==> src/rtl/uart_arb_pkg.sv <==
// Shared types and constants for the UART TX arbiter.
package uart_arb_pkg;

    typedef enum logic [0:0] {
        IDLE = 1'b0,
        LOCK = 1'b1
    } state_e;

    localparam int BYTE_W          = 8;
    localparam int BAUD_DIV        = 868;
    localparam int WDOG_CYCLES_DEF = 10 * BAUD_DIV * 10;

    function automatic int wrap_add(int base, int off, int n);
        return (base + off) % n;
    endfunction

endpackage

==> src/rtl/uart_tx_arbiter_if.sv <==
// Requester/serializer handshake bundle for uart_tx_arbiter.
interface uart_tx_arbiter_if #(
    parameter int NUM_REQ = 2
);
    import uart_arb_pkg::*;

    localparam int GW = $clog2(NUM_REQ);

    logic [NUM_REQ-1:0]        req_valid;
    logic [NUM_REQ*BYTE_W-1:0] req_data;
    logic [NUM_REQ-1:0]        req_last;
    logic [NUM_REQ-1:0]        req_ready;
    logic                      tx_valid;
    logic [BYTE_W-1:0]         tx_data;
    logic                      tx_ready;
    logic [GW-1:0]             grant_id;
    logic                      busy;
    logic                      wdog_expired;

    modport master (
        output req_valid, req_data, req_last, tx_ready,
        input  req_ready, tx_valid, tx_data,
        input  grant_id, busy, wdog_expired
    );

    modport slave (
        input  req_valid, req_data, req_last, tx_ready,
        output req_ready, tx_valid, tx_data,
        output grant_id, busy, wdog_expired
    );

endinterface

==> src/rtl/uart_rr_pick.sv <==
// Rotate-priority picker: first asserted request after last_grant.
module uart_rr_pick
    import uart_arb_pkg::*;
#(
    parameter  int N  = 2,
    localparam int GW = $clog2(N)
) (
    input  logic [N-1:0]  req,
    input  logic [GW-1:0] last_grant,
    output logic [GW-1:0] pick,
    output logic          any
);

    logic [GW-1:0] idx;

    always_comb begin
        pick = '0;
        any  = 1'b0;
        idx  = '0;
        // Farthest first, so the nearest requester overwrites last.
        for (int i = N; i >= 1; i--) begin
            idx = GW'(wrap_add(int'(last_grant), i, N));
            if (req[idx]) begin
                pick = idx;
                any  = 1'b1;
            end
        end
    end

endmodule

==> src/rtl/uart_tx_arbiter.sv <==
// Round-robin, packet-locked arbiter in front of the UART TX serializer.
// Optional idle watchdog on a locked requester: UART_TX_ARB_WDOG_EN.
module uart_tx_arbiter
    import uart_arb_pkg::*;
#(
    parameter int NUM_REQ     = 2,
    parameter int WDOG_CYCLES = WDOG_CYCLES_DEF
) (
    input logic              clk,
    input logic              rst_n,
    uart_tx_arbiter_if.slave bus
);

    localparam int         GW      = $clog2(NUM_REQ);
    localparam logic [0:0] ST_IDLE = IDLE;
    localparam logic [0:0] ST_LOCK = LOCK;

    logic [0:0]        state;
    logic [GW-1:0]     grant;
    logic [GW-1:0]     last_grant;
    logic [GW-1:0]     pick;
    logic              any;
    logic              busy_q;
    logic              tx_valid_q;
    logic [BYTE_W-1:0] tx_data_q;
    logic [BYTE_W-1:0] g_data;
    logic              g_valid;
    logic              g_last;
    logic              hold_free;
    logic              accept;
    logic              release_lock;
    logic              wdog_hit;

    uart_rr_pick #(.N(NUM_REQ)) u_pick (
        .req        (bus.req_valid),
        .last_grant (last_grant),
        .pick       (pick),
        .any        (any)
    );

    assign g_valid      = bus.req_valid[grant];
    assign g_last       = bus.req_last[grant];
    assign g_data       = bus.req_data[int'(grant)*BYTE_W +: BYTE_W];
    assign hold_free    = !tx_valid_q || bus.tx_ready;
    assign accept       = (state == ST_LOCK) && g_valid && hold_free;
    assign release_lock = (accept && g_last) || wdog_hit;

    always_comb begin
        bus.req_ready = '0;
        if (state == ST_LOCK) bus.req_ready[grant] = hold_free;
    end

    always_ff @(posedge clk or negedge rst_n) begin
        if (!rst_n) begin
            state      <= ST_IDLE;
            grant      <= '0;
            last_grant <= GW'(NUM_REQ - 1);
            busy_q     <= 1'b0;
        end else begin
            unique case (1'b1)
                (state == ST_IDLE): begin
                    if (any) begin
                        grant  <= pick;
                        busy_q <= 1'b1;
                        state  <= ST_LOCK;
                    end
                end
                release_lock: begin
                    last_grant <= grant;
                    busy_q     <= 1'b0;
                    state      <= ST_IDLE;
                end
                default: ;
            endcase
        end
    end

    // Single holding register; drains independently of the lock state.
    always_ff @(posedge clk or negedge rst_n) begin
        if (!rst_n) begin
            tx_valid_q <= 1'b0;
            tx_data_q  <= '0;
        end else if (accept) begin
            tx_valid_q <= 1'b1;
            tx_data_q  <= g_data;
        end else if (bus.tx_ready) begin
            tx_valid_q <= 1'b0;
        end
    end

`ifdef UART_TX_ARB_WDOG_EN
    localparam int CW = $clog2(WDOG_CYCLES) + 1;

    logic [CW-1:0] wdog_cnt;
    logic          wdog_q;

    assign wdog_hit = (state == ST_LOCK) && !g_valid &&
                      (wdog_cnt == CW'(WDOG_CYCLES - 1));

    always_ff @(posedge clk or negedge rst_n) begin
        if (!rst_n) begin
            wdog_cnt <= '0;
            wdog_q   <= 1'b0;
        end else begin
            wdog_q <= wdog_hit;
            if (state == ST_IDLE || accept) begin
                wdog_cnt <= '0;
            end else if (!g_valid && !wdog_hit) begin
                wdog_cnt <= wdog_cnt + 1'b1;
            end
        end
    end

    assign bus.wdog_expired = wdog_q;
`else
    logic unused_wdog;

    assign unused_wdog      = (WDOG_CYCLES > 0);
    assign wdog_hit         = 1'b0;
    assign bus.wdog_expired = 1'b0;
`endif

    assign bus.tx_valid = tx_valid_q;
    assign bus.tx_data  = tx_data_q;
    assign bus.grant_id = grant;
    assign bus.busy     = busy_q;

endmodule

==> src/flat_wrapper.sv <==
// flat-port wrapper written by rule: the top's interface ports become plain ports
module uart_tx_arbiter_flat import uart_arb_pkg::*;
#(
    parameter int NUM_REQ     = 2,
    parameter int WDOG_CYCLES = WDOG_CYCLES_DEF
)
  (clk, rst_n, bus_req_valid, bus_req_data, bus_req_last, bus_tx_ready, bus_req_ready, bus_tx_valid, bus_tx_data, bus_grant_id, bus_busy, bus_wdog_expired);
  uart_tx_arbiter_if #(.NUM_REQ(NUM_REQ)) bus_i ();
  input logic clk;
  input logic rst_n;
  input wire logic [$bits(bus_i.req_valid)-1:0] bus_req_valid;
  input wire logic [$bits(bus_i.req_data)-1:0] bus_req_data;
  input wire logic [$bits(bus_i.req_last)-1:0] bus_req_last;
  input wire logic [$bits(bus_i.tx_ready)-1:0] bus_tx_ready;
  output wire logic [$bits(bus_i.req_ready)-1:0] bus_req_ready;
  output wire logic [$bits(bus_i.tx_valid)-1:0] bus_tx_valid;
  output wire logic [$bits(bus_i.tx_data)-1:0] bus_tx_data;
  output wire logic [$bits(bus_i.grant_id)-1:0] bus_grant_id;
  output wire logic [$bits(bus_i.busy)-1:0] bus_busy;
  output wire logic [$bits(bus_i.wdog_expired)-1:0] bus_wdog_expired;
  assign bus_i.req_valid = bus_req_valid;
  assign bus_i.req_data = bus_req_data;
  assign bus_i.req_last = bus_req_last;
  assign bus_i.tx_ready = bus_tx_ready;
  assign bus_req_ready = bus_i.req_ready;
  assign bus_tx_valid = bus_i.tx_valid;
  assign bus_tx_data = bus_i.tx_data;
  assign bus_grant_id = bus_i.grant_id;
  assign bus_busy = bus_i.busy;
  assign bus_wdog_expired = bus_i.wdog_expired;
  uart_tx_arbiter #(.NUM_REQ(NUM_REQ), .WDOG_CYCLES(WDOG_CYCLES)) u_core (.clk(clk), .rst_n(rst_n), .bus(bus_i));
endmodule
==> config.mk <==
export PLATFORM = sky130hd
export DESIGN_NAME = uart_tx_arbiter_flat
export DESIGN_NICKNAME = d
export VERILOG_FILES = /design/src/rtl/uart_arb_pkg.sv /design/src/rtl/uart_tx_arbiter_if.sv /design/src/rtl/uart_rr_pick.sv /design/src/rtl/uart_tx_arbiter.sv /design/src/flat_wrapper.sv
export SDC_FILE = /design/constraint.sdc
export NUM_CORES = 1
export LEC_CHECK = 0
export ABC_AREA = 1
export CORE_UTILIZATION = 40
export DETAILED_ROUTE_END_ITERATION = 8
export PLACE_DENSITY = 0.82
export SLEW_MARGIN = 10
export SYNTH_ARGS = -nofsm -noshare
export SYNTH_HDL_FRONTEND = slang
export SYNTH_HIERARCHICAL = 1
export SYNTH_SLANG_ARGS = --single-unit
==> constraint.sdc <==
create_clock -name clk -period 3.4 [get_ports clk]
set_clock_uncertainty 0.05 [all_clocks]
set_input_delay 0.34 -clock clk [delete_from_list [all_inputs] [get_ports clk]]
set_output_delay 0.34 -clock clk [all_outputs]
set_load 0.05 [all_outputs]
; ---- Yosys cells after proc, flatten, opt, wreduce, memory -nomap -nowiden
; Index checks and enable logic that the tools add are counted.
[totals]
inputBits = 23
register_bits = 13
elab_cells = 49
output_inout_bits = 14
[classes]
addsub = 2
shifts = 1
muxes = 23
n_eq_ne = 1
n_reduce_logical = 10
n_lt_le_gt_ge = 4
bitwise = 2
[op_table]
columns = cell, n
row1 = $mux W1, 19
row2 = $shiftx A16 B5 Y8, 1
row3 = $lt A1 B2 Y1 const B, 3
row4 = $logic_and A1 B1 Y1, 4
row5 = $pmux W1 S2, 2
row6 = $reduce_and A2 Y1, 2
row7 = $reduce_bool A2 Y1, 2
row8 = $ne A3 B1 Y1 const B, 1
row9 = $add A1 B1 Y1 const B, 2
row10 = $and A2 B2 Y2, 1
row11 = $mux W2, 1
row12 = $demux W1 S1, 1
row13 = $ge A1 B1 Y1 const B, 1
row14 = $logic_not A1 Y1, 1
row15 = $logic_or A1 B1 Y1, 1
row16 = $not A1 Y1, 1

; ---- Logic depth before layout (Yosys ltp)
[depth]
ltp_word = 8
ltp_mapped = 8

; ---- Hierarchy
; Netlist, hierarchy kept.
[modules_own_cells]
columns = mod, n_inst, seq_area_each_um2, cells_each, area_each_um2
row1 = uart_tx_arbiter, 1, 326.6, 81, 659.4
row2 = uart_rr_pick, 1, 0.0, 3, 15.0

; ---- Least setup slack after synthesis
; Ideal clock, no wire load.
[synth_path]
path_type = register to output
startpoint = reg u_core.grant, in the netlist u_core/bus.grant_id
endpoint = out bus_req_ready[1]
t_required_ps = 3010
arrival_time_ps = 2057
stages_incl_launch_ff = 4
setup_slack_ps = 953
path_cell_list = dfrtp_1 inv_1 clkbuf_1 nor3_1
[synth_via]
elab_chain_cells = 6
word_cells_on_any_way = 7
cone_classes = order compare: 2 / mux: 3 / bitwise: 1 / reduce/logical: 1
[synth_lines]
columns = element, line
row1 = "start, declared", uart_tx_arbiter.sv:19  ; logic [GW-1:0] grant;
row2 = "start signal, assigned", uart_tx_arbiter.sv:63  ; grant <= pick;
row3 = $lt A1 B2 Y1 (implied by the code) or $ge A1 B1 Y1 (tied branches), uart_tx_arbiter.sv:50  ; if (state == ST_LOCK) bus.req_ready[grant] = hold_free;
row4 = $logic_and A1 B1 Y1 (implied by the code), uart_tx_arbiter.sv:50
row5 = $mux W1 (implied by the code), uart_tx_arbiter.sv:50
row6 = $demux W1 S1 *, n/a
row7 = $and A2 B2 Y2 (no source line) *, n/a
row8 = $mux W2 *, uart_tx_arbiter.sv:50
row9 = "end, declared", flat_wrapper.sv:15  ; output wire logic [$bits(bus_i.req_ready)-1:0] bus_req_ready;
; Every way passes the cells marked *; elsewhere a longest branch is shown, timed or not.

; ---- Worst setup path after layout
; Ends and elaborated chain as after synthesis.

==> results.yml <==
outcome:
  status: "finished, final reports clean"
floorplanning:
  die_w_um: 43.06
  floorplan.initialDensity_pct: 43.75
  die_h_um: 43.06
  io-pin-count: 37
  dieArea_um2: 1854
  rows: 14
  core_area_um2: 1541
sta:
  relSlewSlack_pct: 60.63
  setup_viol_count_final: 0
  grt_setup_unrepaired: "false"
  period_minus_slack_ns: 2.565
  tightest_slew_ns: 0.5888
  fin_setup_tns_ns: 0
  fin_crit_sh_pct: 75.44
  max_freq_mhz: 389.8
  finalMaxSlewViolations: 0
  hold_violations: 0
place:
  portBuffers: 35
  dp_hpwl_um: 1223
  gp_congestion: 0.7356
synthesis:
  yosysSeqAreaShare_pct: 48.42
  synth_cell_types: 20
  synthesis.nets: 107
  synth_top_cell_area_share_pct: 44.53
  synthTopCellsByArea: "dfrtp_1 45%, nand2_1 11%, or2_2 7.4%"
  syn_area_per_cell_um2: 8.029
  synth_area_leader_cell: "dfrtp_1"
  synth_seq_cells: 13
  ys.warnings.count: 6
  synth_area_um2: 674.4
  synthCells: 84
clocking:
  cts_buffers: 3
  ctsResizeCount: 0
  cts_tree: "yes"
  cts-root-buf: "clkbuf_4"
  cts_max_level: 1
  cts_buffer_depth: 2
  post_cts_buffers: 0
  clk_latency_ns: 0.27
  cts_hold_buf: 0
  clk_pin_slew_ns: 0.08
  clock_sinks: 13
critical_path:
  reg2reg_slack_ns: 1.89
  cp.buffers_inverters: 2
  cp_top_family: "buffers and inverters"
  cp.required_ns: 3.01
  slowest_stage: "clkdlybuf4s50_1"
  critPathMaxFanout: 15
  crit_path_end_kind: "primary output"
  cp_slowest_stage_delay_ns: 0.82
  crit_type: "reg -> out"
  worst_setup_path_start_kind: "flip-flop"
  crit_arrival_ns: 2.18
  path_cells: "inv_1 -> nor3_1 -> clkdlybuf4s50_1"
grt:
  grt_overflow_total: 0
  grt_pass1_wl_um: 2808
  grt_pass1_vias: 659
  grt_antenna_before_repair: 0
  grt_max_degree: 18
  grt_use_total_pct: 20.41
cells_and_area:
  insertedDiodeCount: 0
  fin_nets: 143
  drive_gt1_share_pct: 14.29
  syn_to_final_growth_pct: 54.73
  final_cell_mix: "35 x clkdlybuf4s50_1, 19 x nand2_1, 12 x dfrtp_1, 9 x o21ai_0"
  final_common_cell: "clkdlybuf4s50_1"
  fin_util_pct: 67.69
detailed_routing:
  ant_nets: 0
  route.met2.wl_um: 792
  drcViolationCount: 0
  top_layer_used: "met4"
  route.met3.wl_um: 108
  firstDrtPassIters: 4
  wl_per_cell_um: 12.07
  vias: 655
  drtIter0Drc: 18
  wl_um: 1629
  drt-met1-wl_um: 711
  vias_per_cell: 4.852
power_and_ir_drop:
  leakagePower_nw: 0.4852
  worst_ir_drop_vdd_uv: 525.0
  power_density_nw_per_um2: 1063
hold_path:
  hold_path_class: "in -> async"
run:
  drv_cap: 0
[per-layer routing]
| metal | vias to the layer above | global-route usage, % |
|---|---|---|
| met4 | 0 | 10.91 |
| met5 | - | 0 |
| met2 | 26 | 34.85 |
| li1 | 337 | - |
| met3 | 2 | 2.979 |
| met1 | 290 | 24.52 |
[final timing paths]
kind	cells past startpoint	end	startpoint
setup / recovery	3	bus_req_ready[1]	u_core/bus.grant_id
hold / removal	1	u_core/bus.tx_data[2]	rst_n
setup reg to reg	5	u_core/bus.tx_data[1]	u_core/bus.grant_id
hold reg to reg	2	u_core/last_grant	u_core/last_grant
max in group asynchronous	1	u_core/bus.tx_valid	rst_n
min in group clk	2	u_core/last_grant	u_core/last_grant
[kinds of logic after synthesis]
logic type             synth area share [%]
and+or+nand+nor                       27.46
DFF                                   48.42
buffers and inverters                 8.534
other                                0.5561
AOI/OAI and AO/OA                     15.03
[power by group]
part	internal (mW)	switching (mW)
logic	0.242	0.477
clock network	0.0455	0.0494
registers	0.238	0.0569
[Yosys cell counts]
cell	number
a21oi_1	1
buf_4	1
buf_6	1
clkbuf_1	1
clkbuf_2	1
conb_1	1
dfrtp_1	12
dfstp_2	1
inv_1	8
nand2_1	19
nand2_2	1
nand4_1	2
nor2_1	6
nor2_2	1
nor3_1	2
o21ai_0	9
o21ai_1	5
o21ai_2	3
or2_1	1
or2_2	8
[final cells by class]
type                       count  area (µm²)
timing repair buffer          35       350.3
sequential                    13       326.6
clock buffer                   4       26.28
multi-input combinational     59       290.3
inverter                       8       30.03
tap                           16       20.02
fill                         135       498.0
[registers in the layout (all words and copies together), names as in the netlist]
| name | count |
|---|---|
| u_core/bus.busy | 1 |
| u_core/bus.grant_id | 1 |
| u_core/state | 1 |
| u_core/last_grant | 1 |
| u_core/bus.tx_data | 8 |
| u_core/bus.tx_valid | 1 |
[worst register-to-register path: cells and delay by family, from the launching register on]
kind | cells | cell delay [ns]
AOI/OAI and AO/OA | 1 | 0.08
DFF | 1 | 0.60
and+or+nand+nor | 4 | 0.66
[stage by stage]
step | total power [mW] | setup slack [ns] | std cells | area (µm²) | hold WS (ns)
finish | 1.109 | 0.8349 | 135 | 1044 | 0.3833
global route | 1.178 | 0.6584 | 135 | 1044 | 0.4412
CTS | 1.118 | 0.8109 | 135 | 1044 | 0.4008
detailed placement | 1.019 | 1.009 | 131 | 1017 | 0.4142
global placement | 1.003 | 1.041 | 131 | 1017 | 0.4074
floorplan | 0.8015 | 0.9535 | 84 | 674.4 | -0.005591
Power figures use the tool's default switching activity.
